**config.mk**
```make
export PLATFORM = sky130hd
export DESIGN_NAME = mem_ctrl
export DESIGN_NICKNAME = d
export VERILOG_FILES = /design/src/rtl/mem_ctrl.sv
export SDC_FILE = /design/constraint.sdc
export NUM_CORES = 1
export LEC_CHECK = 0
export ABC_AREA = 1
export CORE_AREA = 2 2 124 156
export DETAILED_ROUTE_END_ITERATION = 7
export DIE_AREA = 0 0 126 158
export DONT_BUFFER_PORTS = 1
export SLEW_MARGIN = 20
export SYNTH_ARGS = -nofsm -noshare
export SYNTH_HDL_FRONTEND = slang
export SYNTH_SLANG_ARGS = --single-unit
```
**constraint.sdc**
```tcl
create_clock -name clk -period 7.2 [get_ports clk]
set_input_delay 2.16 -clock clk [delete_from_list [all_inputs] [get_ports clk]]
set_output_delay 2.16 -clock clk [all_outputs]
set_load 0.01 [all_outputs]
```
**src/rtl/mem_ctrl.sv**
```systemverilog
// -----------------------------------------------------------------------------
// mem_ctrl
// Memory controller shared by the MEM stage and instruction fetch. It
// serialises 1/2/4-byte loads and stores, and 4-byte fetches, onto one
// byte-wide synchronous RAM port. Read data is assembled little-endian and
// zero-extended.
//
// Ports
//   clk, rst                        system clock, async active-high reset
//   mem_needed/addr/width/
//   read_write/sdata                MEM request (MEM wins over IF when both ask)
//   mem_rdy, mem_busy, mem_ldata    MEM completion pulse, busy flag, load result
//   if_needed/addr/flush            fetch request and branch flush
//   if_rdy, if_busy, if_inst        fetch completion pulse, busy flag, word
//   ram_a, ram_wr, ram_dout, ram_din  byte RAM port (read data one cycle late)
//
// state | meaning
// ------+-----------------------------------------------------------------
// IDLE  | no transaction; requests sampled at each edge
// RD    | reading w bytes; byte cnt-1 captured from ram_din each cycle
// WR    | writing byte cnt of the store data each cycle
// -----------------------------------------------------------------------------
module mem_ctrl #(
    parameter int ADDR_LEN = 32,
    parameter int DATA_LEN = 32
) (
    input  logic                clk,
    input  logic                rst,

    input  logic                mem_needed,
    input  logic [ADDR_LEN-1:0] mem_addr,
    input  logic [2:0]          mem_width,
    input  logic                mem_read_write,
    input  logic [DATA_LEN-1:0] mem_sdata,
    output logic                mem_rdy,
    output logic                mem_busy,
    output logic [DATA_LEN-1:0] mem_ldata,

    input  logic                if_needed,
    input  logic [ADDR_LEN-1:0] if_addr,
    input  logic                if_flush,
    output logic                if_rdy,
    output logic                if_busy,
    output logic [DATA_LEN-1:0] if_inst,

    output logic [ADDR_LEN-1:0] ram_a,
    output logic                ram_wr,
    output logic [7:0]          ram_dout,
    input  logic [7:0]          ram_din
);

    typedef enum logic [1:0] {
        IDLE = 2'd0,
        RD   = 2'd1,
        WR   = 2'd2
    } state_t;

    state_t                state;
    state_t                state_nxt;

    logic                  owner_if;
    logic [ADDR_LEN-1:0]   addr;
    logic [2:0]            w;
    logic [DATA_LEN-1:0]   sdata;
    logic [2:0]            cnt;
    logic [DATA_LEN-1:0]   asm_buf;

    logic                  accept_mem;
    logic                  accept_if;
    logic                  done_rd;
    logic                  done_wr;
    logic                  flush_abort;
    logic [2:0]            mem_w_dec;
    logic [1:0]            cap_idx;
    logic [DATA_LEN-1:0]   asm_word;
    logic [ADDR_LEN-1:0]   byte_addr;

    // Anything other than 1 or 2 is treated as a full word.
    always_comb begin
        mem_w_dec = 3'd4;
        case (mem_width)
            3'd1:    mem_w_dec = 3'd1;
            3'd2:    mem_w_dec = 3'd2;
            default: mem_w_dec = 3'd4;
        endcase
    end

    // Address wraps naturally through the fixed-width add.
    assign byte_addr = addr + {{(ADDR_LEN-3){1'b0}}, cnt};

    // RAM data arrives one cycle after its address, so the byte landing in
    // cycle cnt belongs to offset cnt-1.
    assign cap_idx = cnt[1:0] - 2'd1;

    always_comb begin
        asm_word = asm_buf;
        if (cnt != 3'd0) begin
            asm_word[{cap_idx, 3'b000} +: 8] = ram_din;
        end
    end

    always_comb begin
        state_nxt   = state;
        accept_mem  = 1'b0;
        accept_if   = 1'b0;
        done_rd     = 1'b0;
        done_wr     = 1'b0;
        flush_abort = 1'b0;
        case (state)
            IDLE: begin
                if (mem_needed) begin
                    accept_mem = 1'b1;
                    state_nxt  = mem_read_write ? RD : WR;
                end else if (if_needed && !if_flush) begin
                    accept_if = 1'b1;
                    state_nxt = RD;
                end
            end
            RD: begin
                // A flush beats completion: a fetch finishing on the same
                // edge is still dropped.
                if (owner_if && if_flush) begin
                    flush_abort = 1'b1;
                    state_nxt   = IDLE;
                end else if (cnt == w) begin
                    done_rd   = 1'b1;
                    state_nxt = IDLE;
                end
            end
            WR: begin
                if (cnt == w - 3'd1) begin
                    done_wr   = 1'b1;
                    state_nxt = IDLE;
                end
            end
            default: state_nxt = IDLE;
        endcase
    end

    // RAM port is decoded purely from state so reset silences it immediately.
    always_comb begin
        ram_a    = '0;
        ram_wr   = 1'b0;
        ram_dout = 8'h00;
        case (state)
            RD: begin
                if (cnt < w) begin
                    ram_a = byte_addr;
                end
            end
            WR: begin
                ram_wr   = 1'b1;
                ram_a    = byte_addr;
                ram_dout = sdata[{cnt[1:0], 3'b000} +: 8];
            end
            default: ;
        endcase
    end

    assign mem_busy = (state != IDLE);
    assign if_busy  = (state != IDLE);

    always_ff @(posedge clk or posedge rst) begin
        if (rst) begin
            state     <= IDLE;
            owner_if  <= 1'b0;
            addr      <= '0;
            w         <= 3'd0;
            sdata     <= '0;
            cnt       <= 3'd0;
            asm_buf   <= '0;
            mem_rdy   <= 1'b0;
            if_rdy    <= 1'b0;
            mem_ldata <= '0;
            if_inst   <= '0;
        end else begin
            state   <= state_nxt;
            mem_rdy <= 1'b0;
            if_rdy  <= 1'b0;
            if (accept_mem) begin
                owner_if <= 1'b0;
                addr     <= mem_addr;
                w        <= mem_w_dec;
                sdata    <= mem_sdata;
                cnt      <= 3'd0;
                asm_buf  <= '0;
            end else if (accept_if) begin
                owner_if <= 1'b1;
                addr     <= if_addr;
                w        <= 3'd4;
                cnt      <= 3'd0;
                asm_buf  <= '0;
            end else if (state == RD && !flush_abort) begin
                asm_buf <= asm_word;
                cnt     <= cnt + 3'd1;
                if (done_rd) begin
                    if (owner_if) begin
                        if_inst <= asm_word;
                        if_rdy  <= 1'b1;
                    end else begin
                        mem_ldata <= asm_word;
                        mem_rdy   <= 1'b1;
                    end
                end
            end else if (state == WR) begin
                cnt <= cnt + 3'd1;
                if (done_wr) begin
                    mem_rdy <= 1'b1;
                end
            end
        end
    end

endmodule

```
==> flow_metrics.tcl, run 1 <==
set metrics [dict create \
    cap_violations 0 \
    start_util_pct 48.78 \
    finalPower_mw 3.965 \
    clock_skew_ps 14.72 \
    crit_type "reg2out" \
    pre_cts_ws_ps 1823 \
    drt_first_pass_iters 5 \
    grt_pass1_vias 7595 \
    layout_setup_ws_ps 1334 \
    io_buffers 0 \
    vias 7786 \
    postCtsSetupRepairBufs 0 \
    arrival_ps 3710 \
    whs_ps 478.8 \
    async_flop_share_pct 100.0 \
    syn_nets 1349 \
    rsz0062_at_grt "no" \
    ioPinCount 222 \
    viasPerCell 5.437 \
    cts_root_buf "clkbuf_16" \
    grt.overflow.total 0 \
    clock_tree.buffer_depth 2 \
    synth.top_cells.by_count "nand2_1, dfrtp_1, nor2_1, o21ai_0, inv_1" \
    hpwl_um 18090 \
    yosys.area.top_type "dfrtp_1" \
    grt_first_pass_wirelength_um 41170 \
    cts.repair.resized 0 \
    fin_tns_setup_ps 0 \
    wl_per_cell_um 17.80 \
    cp-start-kind "flip-flop" \
    yosysTopAreaCellShare_pct 47.43 \
    num_antenna_cells 0 \
    swShare_pct 44.75 \
    netlist_area_um2 9022 \
    drc_errors 0 \
    seq_area_frac_synth_pct 47.43 \
    dieArea_um2 19910 \
    place.gp.congestion 0.9145 \
    comb_power_share_pct 37.2 \
    ys_top_cells_by_area "dfrtp_1, nand2_1, nor2_1" \
    cp_max_fo 46 \
    drv_slew 0 \
    synth.most_common_cell "nand2_1" \
    p_leak_nw 4.736 \
    clock-sinks 171 \
    outcome "finished clean" \
    seqPwrFrac_pct 38.5 \
    p_switching_mw 1.774 \
    power_density_nw_per_um2 408.0 \
    syn_avg_cell_area_um2 7.401 \
    setup_viol 0 \
    clk_latency_ps 430 \
    relSlewSlack_pct 41.98 \
    tightest_slew_ps 867.1 \
    drt_iter0_drc 691 \
    cts_tree "yes" \
    cts_max_level 4 \
    p_int_mw 2.190 \
    period_share_pct 81.48 \
    endpoint_kind "primary output" \
    ys.flop_type "dfrtp_1" \
    ys_seq_elements 171 \
    die_y_um 158 \
    synthesis.instances 1219 \
    cts_hold_buf 0 \
    hp-class "reg2reg" \
    yosysUniqueCellTypes 33 \
    drive_gt1_share_pct 5.083 \
    fin_cells 1432 \
    placed_cells 1400 \
    nNetsFinal 1317 \
    synth-edff-count 0 \
    yosysWarnings 0 \
    cts_buffers 17 \
    antenna_found_initial 0 \
    coreArea_um2 18500 \
    irDropWorstVdd_uv 209.4 \
    p_clk_share_pct 24.4 \
    die_w_um 126 \
    rows 56 \
    area_growth_pct 7.710 \
    grt_max_degree 71 \
    hold_viol_final 0 \
    wl_um 25490 \
    max_freq_mhz 170.5 \
    min_period_ps 5866 \
    clk_pin_slew_ps 70 \
    required_ps 5040 \
    track_usage_pct 26.16 \
    ant_nets 0 \
]
==> critical path: stages, from the launching register on <==
cell and delay (ps):
dfrtp_1 320, buf_4 380, clkinv_1 600, ha_1 400, nand3b_1 150, nand3_1 70, nand2_1 50, nand2_1 540
inv_1 470, o21ai_0 180, nor2_1 100
==> cell usage in the layout, fill, tap and decap left out, types with 2 or more instances in the layout <==
master,n
a21oi_1,45
a31oi_1,32
buf_4,7
bufinv_16,2
clkbuf_16,17
clkinv_1,2
clkinvlp_4,2
dfrtp_1,171
ha_1,16
inv_1,91
inv_2,2
inv_6,5
inv_8,3
nand2_1,399
nand2_2,3
nand3_1,26
nand3b_1,3
nand4_1,23
nor2_1,165
nor2_2,4
nor2_4,7
nor3_1,12
nor3b_1,5
o21ai_0,122
o21ai_1,13
o21bai_1,3
xnor2_1,4
xor2_1,3
==> path summary, 6_finish.rpt <==
check	cells past startpoint	from	slack, ps	end
setup / recovery	10	cnt[0]	1330	ram_a[14]
hold / removal	2	sdata[7]	480	sdata[7]
setup reg to reg	9	cnt[0]	3550	if_inst[23]
hold reg to reg	2	sdata[7]	480	sdata[7]
max in group asynchronous	2	rst	4280	sdata[22]
min in group asynchronous	1	rst	1650	if_inst[12]
==> sequential cells by signal, indices dropped and copies added (netlist names) <==
name and count:
owner_if 1, if_rdy 1, asm_buf 32, sdata 32
mem_rdy 1, state 2, cnt 3, mem_ldata 32
w 3, addr 32, if_inst 32
==> area by class of cell <==
type / instances / area (um2)
Tap cell: 232 / 290.3
Timing Repair Buffer: 7 / 52.55
Clock buffer: 18 / 439.2
Fill cell: 1844 / 8780
Inverter: 96 / 365.4
Clock inverter: 14 / 173.9
Multi-Input combinational cell: 894 / 4118
Sequential cell: 171 / 4279
==> cell families after synthesis <==
| logic type | after synthesis | synth area share [%] |
|---|---|---|
| and+or+nand+nor | 651 | 29.48 |
| buffers and inverters | 154 | 7.017 |
| xor gates and xnor gates | 7 | 0.6795 |
| adders and majority gates | 17 | 2.441 |
| DFF | 171 | 47.43 |
| AOI/OAI and AO/OA | 219 | 12.95 |
==> routing by layer <==
layer  wire [um]  global-route usage, %  part of all wire, %
met1       10450                  32.94                   41
met5           0                      0                    0
met2       13040                  45.39                   51
met3        1618                  5.847                  6.3
met4         386                  7.431                  1.5
==> metrics by stage <==
| stage | area (um2) | utilization (%) |
|---|---|---|
| 2_1_floorplan | 9022 | - |
| 3_3_place_gp | 9105 | 49.22 |
| 3_5_place_dp | 9105 | 49.22 |
| 4_1_cts | 9718 | 52.54 |
| 5_1_grt | 9718 | 52.54 |
| 6_report | 9718 | 52.54 |
==> power groups by stage <==
stage / Sequential [mW] / Clock (mW) / Combinational (mW)
2_1_floorplan: 1.45 / 0 / 1.18
3_3_place_gp: 1.54 / 0 / 1.46
3_5_place_dp: 1.54 / 0 / 1.47
4_1_cts: 1.52 / 0.981 / 1.48
5_1_grt: 1.56 / 1.02 / 1.69
6_report: 1.52 / 0.966 / 1.47
Note: power is estimated with default switching activity, not from simulation.
==> run 2: changes to the inputs <==
- PLACE_DENSITY: unset -> 0.66
- clock period: 7.2 -> 5.2 ns (I/O delays scaled with it)
==> run 2 against run 1 <==
- total power is 35% higher
- register-to-register slack worse by 1400 ps
- clock power up 24%
- sequential power grew 38%
- largest cell class unchanged
==> flow_metrics.tcl, run 2 (same netlist as run 1, synthesis figures left out) <==
set metrics [dict create \
    postCtsSetupRepairBufs 0 \
    cts_root_buf "clkbuf_16" \
    die_w_um 126 \
    rsz0062_at_grt "no" \
    antenna_found_initial 0 \
    p_leak_nw 4.732 \
    outcome "finished clean" \
    fin_tns_setup_ps 0 \
    grt_use_met1_pct 30.54 \
    clk_latency_ps 420 \
    crit_path_max_incr_delay_ps 560 \
    clock_skew_ps 14.20 \
    slowest_stage "inv_1" \
    design_area_um2 9696 \
    io_buffers 0 \
    placed_cells 1404 \
    finalPower_mw 5.356 \
    path_common_cell "inv_1" \
    dieArea_um2 19910 \
    hp-class "reg2reg" \
    grt.overflow.total 0 \
    critPathTopFamily "buffers and inverters" \
    relSlewSlack_pct 36.81 \
    critical_path_buf_inv_count 3 \
    max_freq_mhz 222.7 \
    min_period_ps 4491 \
    layout_commonest_cell "nand2_1" \
    vias 7873 \
    arrival_ps 2930 \
    nNetsFinal 1321 \
    cp_max_fo 17 \
    grt_pass1_vias 7280 \
    coreArea_um2 18500 \
    place.gp.congestion 0.9311 \
    whs_ps 477.7 \
    hold_viol_final 0 \
    setup_viol 0 \
    swShare_pct 44.93 \
    wl_per_cell_um 17.23 \
    area_growth_pct 7.461 \
    drv_slew 0 \
    place_area_um2 9146 \
    p_switching_mw 2.406 \
    crit_type "reg2out" \
    seqPwrFrac_pct 39.2 \
    endpoint_kind "primary output" \
    comb_power_share_pct 38.3 \
    final_cell_mix "nand2_1, dfrtp_1, nor2_1" \
    clock_tree.buffer_depth 2 \
    start_util_pct 48.78 \
    cap_violations 0 \
    required_ps 3640 \
    cts.repair.resized 0 \
    fin_cells 1436 \
    final-seq-area_um2 4279 \
    cts_max_level 4 \
    cp-start-kind "flip-flop" \
    drt_first_pass_iters 5 \
    met3_usage_pct 5.745 \
    ant_nets 0 \
    tightest_slew_ps 945.7 \
    cts_hold_buf 0 \
    irDropWorstVdd_uv 264.1 \
    p_int_mw 2.950 \
    ioPinCount 222 \
    drc_errors 0 \
    fillers 1813 \
    cts_buffers 17 \
    drt_iter0_drc 442 \
    die_y_um 158 \
    track_usage_pct 24.46 \
    grt_max_degree 94 \
    clock-sinks 171 \
    viasPerCell 5.483 \
    grt_first_pass_wirelength_um 38640 \
    clk_pin_slew_ps 60 \
    grt.met2_usage_pct 41.73 \
    crit_chain "inv_1, ha_1, inv_1, nand2_1, nand2_1, inv_1, o21ai_0, nor2_1" \
    multiInputGateArea_um2 4118 \
    hpwl_um 17710 \
    cts_tree "yes" \
    num_antenna_cells 0 \
    p_clk_share_pct 22.5 \
    busiest_layer "met2" \
    rows 56 \
    power_density_nw_per_um2 552.4 \
    wl_um 24740 \
    drive_gt1_share_pct 5.316 \
    period_share_pct 86.37 \
]
-- run 2: layout make-up --
class                      instances  area share [%]
sequential                       171           44.13
multi-input combinational        894           42.47
clock buffer                      19           4.568
inverter                          96           3.755
tap                              232           2.994
clock inverter                    13           1.097
timing repair buffer              11          0.9808
-- run 2: final timing paths --
kind	from	endpoint	slack [ps]	depth (start not counted)
max	state[0]	ram_a[14]	710	8
min	sdata[6]	sdata[6]	480	2
max reg2reg	cnt[0]	mem_ldata[30]	2150	10
min reg2reg	sdata[6]	sdata[6]	480	2
max in group asynchronous	rst	if_inst[23]	3030	2
min in group asynchronous	rst	sdata[8]	1140	1
-- run 2: routing by layer --
metal / up-vias / share of wire [%]
li1: 3854 / -
met2: 256 / 50
met4: 0 / 2.5
met5: - / 0
met1: 3723 / 41
met3: 40 / 6.7
-- run 2: power by group through the flow --
stage	Combinational [mW]	Sequential [mW]	Clock [mW]
2_1_floorplan	1.64	2.01	0
3_3_place_gp	2.02	2.11	0
3_5_place_dp	2.05	2.12	0
4_1_cts	2.07	2.10	1.23
5_1_grt	2.35	2.15	1.28
6_report	2.05	2.10	1.20
-- run 2: tightest hold or removal path: cells and delay by family (launching register included) --
| kind | cells | cell delay, ps |
|---|---|---|
| DFF | 1 | 340 |
| and+or+nand+nor | 2 | 110 |
-- run 2: stage by stage --
stage          worst slack [ps]  utilization [%]
3_3_place_gp               1217            49.45
4_1_cts                   695.6            52.41
5_1_grt                   429.1            52.41
6_report                  708.8            52.41
2_1_floorplan              1405                -
3_5_place_dp               1155            49.45
